### config.mk
export PLATFORM = sky130hd
export DESIGN_NAME = imm_gen_pipe
export DESIGN_NICKNAME = d
export VERILOG_FILES = /design/src/rtl/imm_gen_pkg.sv /design/src/rtl/imm_gen_pipe_decode.sv /design/src/rtl/imm_gen_pipe.sv
export SDC_FILE = /design/constraint.sdc
export NUM_CORES = 1
export LEC_CHECK = 0
export CORE_MARGIN = 3
export CORE_UTILIZATION = 25
export CTS_CLUSTER_SIZE = 24
export DETAILED_ROUTE_END_ITERATION = 8
export GPL_TIMING_DRIVEN = 0
export PLACE_DENSITY_LB_ADDON = 0.08
export SLEW_MARGIN = 20
export SYNTH_ARGS = -nofsm -noshare
export SYNTH_HDL_FRONTEND = slang
export SYNTH_HIERARCHICAL = 1
export SYNTH_SLANG_ARGS = --single-unit
### constraint.sdc
create_clock -name clk -period 3.1 [get_ports clk]
set_input_delay 0.31 -clock clk [delete_from_list [all_inputs] [get_ports clk]]
set_output_delay 0.31 -clock clk [all_outputs]
set_load 0.05 [all_outputs]
### src/rtl/imm_gen_pkg.sv
// Shared opcode and format codes for the decode-stage immediate generator.
// Imported by the decoder and the pipeline top.
package imm_gen_pkg;

  localparam int FMT_WIDTH = 3;

  localparam logic [6:0] LOAD   = 7'b0000011;
  localparam logic [6:0] OP_IMM = 7'b0010011;
  localparam logic [6:0] JALR   = 7'b1100111;
  localparam logic [6:0] STORE  = 7'b0100011;
  localparam logic [6:0] BRANCH = 7'b1100011;
  localparam logic [6:0] LUI    = 7'b0110111;
  localparam logic [6:0] AUIPC  = 7'b0010111;
  localparam logic [6:0] JAL    = 7'b1101111;
  localparam logic [6:0] OP     = 7'b0110011;

  localparam logic [FMT_WIDTH-1:0] FMT_R   = 3'd0;
  localparam logic [FMT_WIDTH-1:0] FMT_I   = 3'd1;
  localparam logic [FMT_WIDTH-1:0] FMT_S   = 3'd2;
  localparam logic [FMT_WIDTH-1:0] FMT_B   = 3'd3;
  localparam logic [FMT_WIDTH-1:0] FMT_U   = 3'd4;
  localparam logic [FMT_WIDTH-1:0] FMT_J   = 3'd5;
  localparam logic [FMT_WIDTH-1:0] FMT_ILL = 3'd7;

endpackage

### src/rtl/imm_gen_pipe_decode.sv
// Combinational RV32 format classifier and immediate extractor.
// Builds a 32-bit signed immediate, then widens it to DATA_WIDTH.
import imm_gen_pkg::*;

module imm_decode #(
  parameter int INSTR_WIDTH = 32,
  parameter int DATA_WIDTH  = 64,
  parameter bit SUPPORT_UJ  = 1'b1
) (
  input  logic [INSTR_WIDTH-1:0] instr,
  output logic [FMT_WIDTH-1:0]   fmt,
  output logic [DATA_WIDTH-1:0]  imm
);

  logic [6:0]  opc;
  logic [31:0] raw;
  logic is_r, is_i, is_s, is_b, is_u, is_j;

  assign opc  = instr[6:0];
  assign is_r = (opc == OP);
  assign is_i = (opc == LOAD) || (opc == OP_IMM)
             || (opc == JALR);
  assign is_s = (opc == STORE);
  assign is_b = (opc == BRANCH);
  assign is_u = SUPPORT_UJ
             && ((opc == LUI) || (opc == AUIPC));
  assign is_j = SUPPORT_UJ && (opc == JAL);

  always_comb begin
    fmt = FMT_ILL;
    raw = '0;
    unique case (1'b1)
      is_r: fmt = FMT_R;
      is_i: begin
        fmt = FMT_I;
        raw = {{20{instr[31]}}, instr[31:20]};
      end
      is_s: begin
        fmt = FMT_S;
        raw = {{20{instr[31]}}, instr[31:25],
               instr[11:7]};
      end
      is_b: begin
        fmt = FMT_B;
        raw = {{19{instr[31]}}, instr[31], instr[7],
               instr[30:25], instr[11:8], 1'b0};
      end
      is_u: begin
        fmt = FMT_U;
        raw = {instr[31:12], 12'b0};
      end
      is_j: begin
        fmt = FMT_J;
        raw = {{11{instr[31]}}, instr[31],
               instr[19:12], instr[20],
               instr[30:21], 1'b0};
      end
      default: ;
    endcase
  end

  assign imm = DATA_WIDTH'($signed(raw));

endmodule

### src/rtl/imm_gen_pipe.sv
// Decode-stage immediate generator with a 2-entry skid buffer.
// Entry 0 drives out_*; entry 1 absorbs one word of back-pressure.
import imm_gen_pkg::*;

module imm_gen_pipe #(
  parameter int INSTR_WIDTH = 32,
  parameter int DATA_WIDTH  = 64,
  parameter bit SUPPORT_UJ  = 1'b1,
  parameter int CNT_WIDTH   = 16
) (
  input  logic                   clk,
  input  logic                   reset_n,
  input  logic                   flush,
  input  logic                   in_valid,
  output logic                   in_ready,
  input  logic [INSTR_WIDTH-1:0] in_instr,
  output logic                   out_valid,
  input  logic                   out_ready,
  output logic [INSTR_WIDTH-1:0] out_instr,
  output logic [DATA_WIDTH-1:0]  out_imm,
  output logic [2:0]             out_fmt,
  output logic                   out_illegal,
  output logic [CNT_WIDTH-1:0]   illegal_cnt
);

  typedef struct packed {
    logic [INSTR_WIDTH-1:0] instr;
    logic [DATA_WIDTH-1:0]  imm;
    logic [FMT_WIDTH-1:0]   fmt;
  } entry_t;

  entry_t e0_q, e0_d, e1_q, e1_d, dec;
  logic   v0_q, v0_d, v1_q, v1_d;
  logic   rdy_q, rdy_d;
  logic   push, pop;
  logic [FMT_WIDTH-1:0]  dec_fmt;
  logic [DATA_WIDTH-1:0] dec_imm;
  logic [CNT_WIDTH-1:0]  cnt_q, cnt_d;

  imm_decode #(
    .INSTR_WIDTH (INSTR_WIDTH),
    .DATA_WIDTH  (DATA_WIDTH),
    .SUPPORT_UJ  (SUPPORT_UJ)
  ) u_dec (
    .instr (in_instr),
    .fmt   (dec_fmt),
    .imm   (dec_imm)
  );

  assign dec = '{instr: in_instr,
                 imm:   dec_imm,
                 fmt:   dec_fmt};

  assign push = in_valid && rdy_q;
  assign pop  = v0_q && out_ready;

  always_comb begin
    e0_d  = e0_q;
    e1_d  = e1_q;
    v0_d  = v0_q;
    v1_d  = v1_q;
    cnt_d = cnt_q;
    if (pop && (e0_q.fmt == FMT_ILL)
        && (cnt_q != '1))
      cnt_d = cnt_q + CNT_WIDTH'(1);
    // rdy_q is low whenever the skid slot is full
    if (v1_q) begin
      if (pop) begin
        e0_d = e1_q;
        v1_d = 1'b0;
      end
    end else if (pop && push) begin
      e0_d = dec;
    end else if (pop) begin
      v0_d = 1'b0;
    end else if (push) begin
      if (v0_q) begin
        e1_d = dec;
        v1_d = 1'b1;
      end else begin
        e0_d = dec;
        v0_d = 1'b1;
      end
    end
    if (flush) begin
      v0_d  = 1'b0;
      v1_d  = 1'b0;
      cnt_d = cnt_q;
    end
    rdy_d = !v1_d;
  end

  always_ff @(posedge clk) begin
    if (!reset_n) begin
      e0_q  <= '0;
      e1_q  <= '0;
      v0_q  <= 1'b0;
      v1_q  <= 1'b0;
      rdy_q <= 1'b0;
      cnt_q <= '0;
    end else begin
      e0_q  <= e0_d;
      e1_q  <= e1_d;
      v0_q  <= v0_d;
      v1_q  <= v1_d;
      rdy_q <= rdy_d;
      cnt_q <= cnt_d;
    end
  end

  assign in_ready    = rdy_q;
  assign out_valid   = v0_q;
  assign out_instr   = e0_q.instr;
  assign out_imm     = e0_q.imm;
  assign out_fmt     = e0_q.fmt;
  assign out_illegal = (e0_q.fmt == FMT_ILL);
  assign illegal_cnt = cnt_q;

endmodule

==> summary by stage, run 1 <==
Run status
The run finished with clean final reports.

Critical path
On the critical path, the stage with the largest delay is an instance of clkdlybuf4s50_1. The logic depth of the worst path, buffers included is 9. The critical path contains buffers and inverters numbering 3 combined. STA classifies the critical path startpoint as a primary input. On the critical path the largest part of the delay comes from buffers and inverters. The type of element capturing the critical path is a register. Data on the critical path is required at its endpoint by roughly 3.5 ns. The number of cell instances on the worst register-to-register path is 9. The data arrival at the endpoint of the critical path is 3.09 ns. In this run the worst path has a maximum fanout of 18. The critical setup path kind is primary input to register.

For this run, the slowest stage of the critical path takes between 0.6 and 0.7 ns. Walking the worst path, the cells encountered are clkdlybuf4s50_1 > nand3b_4 > or4_1 > o21ai_2 > o31a_2 > buf_16 > buf_4 > mux2i_1 > a211oi_1.

Global routing
The number of global-route vias before repair was roughly 8200. The remaining global-route overflow is 0. The number of antenna violations at the first check in global routing is 1. The global-route wire length before repair is between 40000 and 50000 um. Entering global routing, the biggest net connects 19 pins. The global-route total usage across every layer is 0.152.

Final layout
Registers take roughly 0.0043 mm2. The utilization of the core after routing is 0.338. The number of fill cells is approximately 3900. The ratio of cells with drive above 1 in the final layout is 0.102.

In the final design database the tool counted between 1000 and 1500 nets. The area of the multi-input gates is ~0.0045 mm2. Relative to the synthesized area, the layout overhead comes to 31.6%.

STA
The least setup slack across all paths after layout is between 0.4 and 0.5 ns. The hold violation total from the final report was 0. Adding up every negative setup slack in the final design gives 0 ns. The upper clock frequency limit is ~380 MHz. The number of slew-limit violations in the final report is 0. Dividing the final minimum period by the clock period gives 0.854. For the finished layout, the period the worst path requires is 2.65 ns. Setup repair after global routing left no endpoint under its margin. The transition time at the pin with the least slew margin is 1.07 ns. For the final database, setup skew stands at between 0.007 and 0.008 ns. The remaining max-slew budget at the tightest pin is 0.282. Setup violations remaining at the end of the flow were counted as 0.

Placed design
The setup slack at placement is -0.0893 ns. At the end of routability-driven placement, the weighted congestion stood at ~0.76. Detailed placement ended at an HPWL of roughly 22000 um.

Buffers placed on the I/O ports in this run total between 150 and 200.

Yosys
The most common cell in the synthesized netlist is dfxtp_1. The post-synthesis async set-or-reset flop share is 0. The synthesized flop and latch total is 217. The mean cell area of the mapped netlist is 8.66 um2. Synthesis produced a netlist whose cell count is 1102. The synthesized netlist net count is approximately 1100. The share of synthesized area in the top cell type comes to 0.455. By area the synthesized netlist is led by dfxtp_1 (46%), mux2i_1 (11%), nand2_1 (8.4%). For this run, the leading register cell type out of synthesis is dfxtp_1. The mapped netlist covers around 0.0095 mm2.

Summed over all instances, the cell type with the most area after synthesis is dfxtp_1. In this run, distinct cell masters in the synthesized netlist total slightly above 50. The synthesized design contains 0 enable-type register cells. After synthesis, the most frequently instantiated cells are dfxtp_1 (217), nand2_1 (214), a21oi_1 (111). Yosys printed 6 warnings. The part of the Yosys area used for sequential elements is 0.455.

Drt
After detailed routing, the number of vias per cell comes to roughly 4.6. The final routed DRC violation total is 0. The remaining antenna violation count is 0. The highest metal layer used by the detailed router is met4. The final layout contains routed wiring with a total length of roughly 32000 um. The routed layout has roughly 8300 vias.

In the final routing, the length of wire on met1 measures approximately 15000 um. Detailed routing placed a total of 1610 um of wire on met3. The number of detailed-route iterations in the first pass is 5. The average detailed-routed wire length per instance is about 18 um. The violation count after the first detailed-route iteration is approximately 360. The routed design uses ~14000 um of met2 wire.

Floorplanning
The die covers between 0.04 and 0.05 mm2. The vertical die dimension is 201 um. After floorplanning, the core was divided into 70 placement rows. The placeable core region is 0.0371 mm2. The number of top-level pins is 155. The initial utilization of the core area, before any placement, comes to 0.257. The overall die width is approximately 200 um.

Clock network
The post-cts repair resize count is 0. In this run the number of H-tree levels came out at 1. Buffers inserted to repair hold after CTS numbered 0.

The number of setup buffers added after CTS is 0. Clock tree synthesis inserted a total of 26 buffers. The clock sink count is 217. The maximum clock path buffer count is 3.

The CTS clock-pin slew for the worst setup and hold paths is 0.06 ns. The CTS tree is built. The clock tree root buffer cell is clkbuf_16. For the worst-skew pair, the clock arrives at the later sink with an insertion delay of 0.53 ns.

Power and ir drop
The worst-case vdd ir drop is about 340 uV. For this design the static power due to leakage is between 4 and 5 nW. The power density over the cells is roughly 550 mW/mm2.

Run
The number of max-cap violations is 0.

Hold path
The worst hold path passes through 3 cells. The classification of the worst-slack hold path is primary input to register.
## power by group
part	leakage [nW]	total, mW	internal [mW]	switching [mW]
logic	2.00	1.02	0.337	0.682
clock network	0.406	2.94	1.72	1.22
registers	1.77	2.95	2.89	0.0617
total	4.17	6.92	4.95	1.96
## final timing paths
kind                               endpoint    startpoint  slack (ns)
worst min register to register     e1_q[27]      e1_q[27]        0.45
worst max register to register  out_imm[34]     out_valid        0.72
worst max-delay path            out_imm[50]   in_instr[3]        0.45
worst min-delay path               e1_q[81]  in_instr[14]        0.43
## tightest hold or removal path: stages
cell and delay [ns]:
clkdlybuf4s50_1 0.46, nand2_1 0.08, a21oi_1 0.05
## final cells by class
cell class / instances / area share
Antenna cell: 2 / 0.000398
Buffer: 122 / 0.0532
Clock buffer: 39 / 0.0622
Clock inverter: 6 / 0.00239
Inverter: 5 / 0.00149
Multi-Input combinational cell: 758 / 0.359
Sequential cell: 217 / 0.346
Tap cell: 504 / 0.0502
Timing Repair Buffer: 155 / 0.125
## flip-flops by register name, summed over array words and instances (netlist names)
register     count
v1_q             1
e1_q            99
in_ready         1
out_valid        1
illegal_cnt     16
out_instr       32
out_imm         64
out_fmt          3
## routing by layer
layer | GRT usage | up-vias
met3 | 0.0359 | 37
met4 | 0.0334 | 0
met5 | 0 | -
met1 | 0.208 | 3950
met2 | 0.245 | 142
li1 | - | 4177
## stage by stage
stage | hold slack (ns) | total power [mW] | area, um2 | std cells
4_1_cts | 0.385 | 7.06 | 12600 | 1806
3_5_place_dp | 0.446 | 4.04 | 11700 | 1761
5_1_grt | 0.430 | 7.21 | 12600 | 1806
6_report | 0.428 | 6.92 | 12600 | 1808
3_3_place_gp | 0.441 | 4.04 | 11700 | 1760
2_1_floorplan | 0.434 | 3.64 | 9550 | 1102
## logic make-up (layout without fill, tap and decap cells)
| group | after synthesis | after routing | synth area share |
|---|---|---|---|
| buffers and inverters | 127 | 327 | 0.0720 |
| flip-flops | 217 | 217 | 0.455 |
| other | 0 | 2 | 0 |
| AND/OR/NAND/NOR | 390 | 390 | 0.180 |
| AO/OA/AOI/OAI | 261 | 261 | 0.180 |
| adder cells (fa/ha/maj) | 2 | 2 | 0.00262 |
| multiplexers | 105 | 105 | 0.111 |
## cells in the final DEF, fill, tap and decap left out, types with 2 or more instances in the layout
| cell type | netlist | layout |
|---|---|---|
| clkinv_2 | 0 | 6 |
| diode_2 | 0 | 2 |
| nor2b_1 | 2 | 2 |
| o31ai_1 | 8 | 8 |
| buf_6 | 5 | 5 |
| nor4b_2 | 2 | 2 |
| clkdlybuf4s50_1 | 0 | 154 |
| nand3b_1 | 3 | 3 |
| dfxtp_1 | 217 | 217 |
| a22o_1 | 4 | 4 |
| a211oi_1 | 100 | 100 |
| ha_1 | 2 | 2 |
| nor2_1 | 105 | 105 |
| a21o_2 | 10 | 10 |
| nand2_1 | 214 | 214 |
| clkbuf_16 | 0 | 27 |
| inv_1 | 5 | 5 |
| nand4_1 | 6 | 6 |
| and2_1 | 9 | 9 |
| buf_2 | 29 | 29 |
| nand2b_1 | 7 | 7 |
| nor4_1 | 4 | 4 |
| buf_4 | 36 | 36 |
| a21oi_1 | 111 | 111 |
| nand3_1 | 9 | 9 |
| and4_1 | 4 | 4 |
| a21o_1 | 11 | 11 |
| mux2i_1 | 104 | 104 |
| clkbuf_1 | 50 | 56 |
| or4_1 | 8 | 8 |
| or3_1 | 3 | 3 |
| and3_1 | 4 | 4 |
| o21ai_0 | 8 | 8 |
| clkbuf_8 | 0 | 6 |
Power figures use the tool's default switching activity.
==> run 2, diff against run 1 <==
- DONT_BUFFER_PORTS: unset -> 1
==> run 2 against run 1 <==
Largest power group unchanged. Via count shrank 4.3%. Clock-buffer cell count grew 2. Critical path depth stayed put. Global-route usage up 0.73 points. First-iteration DRC count increased by 3.1%. Clock skew rose by 0.0042 ns.
==> summary by stage, run 2 (synthesis gave the netlist of run 1 again) <==
Run status
Status: finished clean (unchanged).

Power and ir drop
The power density over the cells is 604 mW/mm2 (was 550 mW/mm2). The leakage power of the design is 3.79 nW (was 4.17 nW). The sum of internal, switching and leakage power is 6.90 mW (was 6.92 mW). The worst-case vdd ir drop is 361 uV (was 338 uV).

Drt
The violation count after the first detailed-route iteration is 367 (was 356). The final routed DRC violation total is 0 (unchanged). The remaining antenna violation count is 0 (unchanged). The number of detailed-route iterations in the first pass is 4 (was 5).

The per-cell via count in the routed design is 4.71 (was 4.59). The average detailed-routed wire length per instance is 19.7 um (was 17.7 um). The total routed wirelength is 33300 um (was 32000 um). The count of vias placed by the detailed router is 7952 (was 8306).

Floorplanning
The number of top-level pins came to 155 (unchanged). The number of placement rows is 70 (unchanged). The starting density of the core is 0.257 (unchanged).

The vertical die dimension is 201 um (unchanged). The placeable core region is 0.0371 mm2 (unchanged). The overall die width came to 201 um (unchanged).

The die outline area came to 0.0406 mm2 (unchanged).

Clock network
The clock latency on the worst-skew pair is 0.56 ns (was 0.53 ns). The clock tree root buffer cell was clkbuf_16 (unchanged). The CTS clock-pin slew for the worst setup and hold paths is 0.06 ns (about the same). The maximum clock path buffer count is 3 (unchanged). The number of H-tree levels is 1 (unchanged). The clock sink count is 217 (unchanged). The number of hold-repair buffers added at the cts stage was 34 (was 0). The post-cts repair resize count is 0 (unchanged). The total CTS buffers is 28 (was 26).

The number of post-CTS setup repair buffers is 0 (unchanged). The CTS tree is built (unchanged).

Placed design
The placer congestion estimate is 0.716 (was 0.755). The port buffer count is 0 (was 154). The setup slack at placement came to 0.183 ns (was -0.0893 ns).

The final HPWL from detailed placement was 22800 um (was 22500 um).

STA
The portion of the clock cycle consumed by the worst path in the final layout was 0.915 (was 0.854). The number of slew-limit violations in the final report is 0 (unchanged). The setup violation total in the final timing report is 0 (unchanged). The transition time at the pin with the least slew margin is 0.908 ns (was 1.07 ns). The hold violation total from the final report is 0 (unchanged).

The upper clock frequency limit was 352 MHz (was 378 MHz). The clock period minus final worst setup slack is 2.84 ns (was 2.65 ns). Setup repair after global routing missed its margin: false (unchanged).

The remaining max-slew budget at the tightest pin came to 0.394 (was 0.282). The final total negative setup slack was 0 ns (unchanged). The least setup slack across all paths after layout is 0.263 ns (was 0.454 ns). The largest clock skew in the final design is 0.0120 ns (was 0.00781 ns).

Final layout
The ratio of cells with drive above 1 in the final layout came to 0.116 (was 0.102). The number of nets at the end of the flow was 1206 (was 1324). The most common cell after layout, fill and taps aside is dfxtp_1 (unchanged).

Commonest cells after routing, fill and taps aside: dfxtp_1 (217), nand2_1 (214), a21oi_1 (111) (was dfxtp_1 (217), nand2_1 (214), clkdlybuf4s50_1 (154)). The register with the most flip-flops is e1_q (unchanged). The number of flip-flops in the largest register is 99 (unchanged).

The layout overhead on the synthesized area was 19.8% (was 31.6%). The number of fill cells is 3985 (was 3903). The total inserted antenna cells came to 0 (was 2).

Critical path
The slowest cell on the critical path was dfxtp_1 (was clkdlybuf4s50_1). The reg-to-reg endpoint is out_imm[27] (was out_imm[34]). The launch point of the worst reg-to-reg path is out_valid (unchanged). The type of element capturing the critical path is a register (unchanged). The number of cell instances on the worst register-to-register path is 9 (unchanged). The beginning of the critical path is out_valid (was in_instr[3]). The largest fanout on the critical path is 10 (was 18). The nature of the critical path startpoint is a register (was primary input). The internal reg-to-reg setup slack is 0.26 ns (was 0.72 ns). Crit-path cells: and2_1 > buf_2 > ha_1 > inv_1 > a31oi_4 > buf_2 > buf_4 > nor2_1 > a211oi_1 (was clkdlybuf4s50_1 > nand3b_4 > or4_1 > o21ai_2 > o31a_2 > buf_16 > buf_4 > mux2i_1 > a211oi_1).

The data arrival at the endpoint of the critical path is 3.31 ns (was 3.09 ns). The required time of the critical path came to 3.57 ns (was 3.54 ns). The most used cell along the critical path is buf_2. The critical setup path kind is register to register (was primary input to register). The stage delay of the slowest cell on the critical path was 0.73 ns (was 0.63 ns).

Hold path
The launch point of the worst hold path was in_instr[30] (was in_instr[14]). The capture endpoint of the worst hold path is e1_q[33] (was e1_q[81]). The classification of the worst-slack hold path was primary input to register (unchanged).

The number of stages on the worst hold path is 3 (unchanged).

Run
The number of max-cap violations is 0 (unchanged).

Global routing
The number of antenna violations at the first check in global routing is 1 (unchanged). The number of global-route vias before repair is 7896 (was 8228). The remaining global-route overflow is 0 (unchanged). The global-route wire length before repair is 50600 um (was 49300 um).

The global-route total usage across every layer came to 0.159 (was 0.152). The maximum number of pins on one net before global-route repair is 25 (was 19).
## run 2: changes by cell type in the layout (fill, tap and decap cells not counted), sizes merged
cell,delta
clkdlybuf4s50,-154
dlygate4sd3,+34
clkbuf,+2
diode,-2
clkinv,+1
clkinvlp,+1
## run 2: cell type report
class | instances | area (um2) | area share
Buffer | 122 | 668 | 0.0584
Multi-Input combinational cell | 758 | 4520 | 0.395
Sequential cell | 217 | 4340 | 0.380
Inverter | 5 | 18.8 | 0.00164
Clock inverter | 8 | 53.8 | 0.00471
Clock buffer | 41 | 830 | 0.0725
Timing Repair Buffer | 35 | 368 | 0.0322
Tap cell | 504 | 631 | 0.0551
## run 2: stage by stage
step | util | area [um2] | hold slack (ns) | instances
final | 0.308 | 11400 | 0.0373 | 1690
after CTS | 0.308 | 11400 | 0.000845 | 1690
after floorplan | - | 9550 | 0.434 | 1102
after global placement | 0.274 | 10200 | 0.441 | 1606
after detailed placement | 0.275 | 10200 | 0.441 | 1607
after global routing | 0.308 | 11400 | 0.0390 | 1690
## run 2: worst max path at each step
| stage | cells after the start | to | slack (ns) |
|---|---|---|---|
| CTS | 6 | e1_q[94] | 0.16 |
| detailed placement | 6 | e1_q[94] | 0.18 |
| finish | 9 | out_imm[27] | 0.26 |
| floorplan | 7 | out_imm[32] | 0.73 |
| global route | 9 | out_imm[23] | 0.01 |
| global placement | 6 | out_imm[40] | -0.18 |
## run 2: metal layers
layer,vias to the layer above,GRT usage,wire length (um),share of wire
met3,38,0.0458,2360,0.071
li1,3954,-,-,-
met1,3800,0.213,15400,0.46
met5,-,0,0,0
met2,160,0.255,14900,0.45
met4,0,0.0369,590,0.018
## run 2: power breakdown
part / switching (mW) / internal, mW / leakage (nW)
logic: 0.274 / 0.173 / 1.59
clock network: 1.30 / 1.84 / 0.439
registers: 0.425 / 2.89 / 1.77
total: 2.00 / 4.90 / 3.79
## run 2: critical path, delay by kind of cell (launching register included)
family	cells	cell delay [ns]
buffers and inverters	4	0.95
flip-flops	1	0.73
adder cells (fa/ha/maj)	1	0.18
AND/OR/NAND/NOR	2	0.27
AO/OA/AOI/OAI	2	0.62
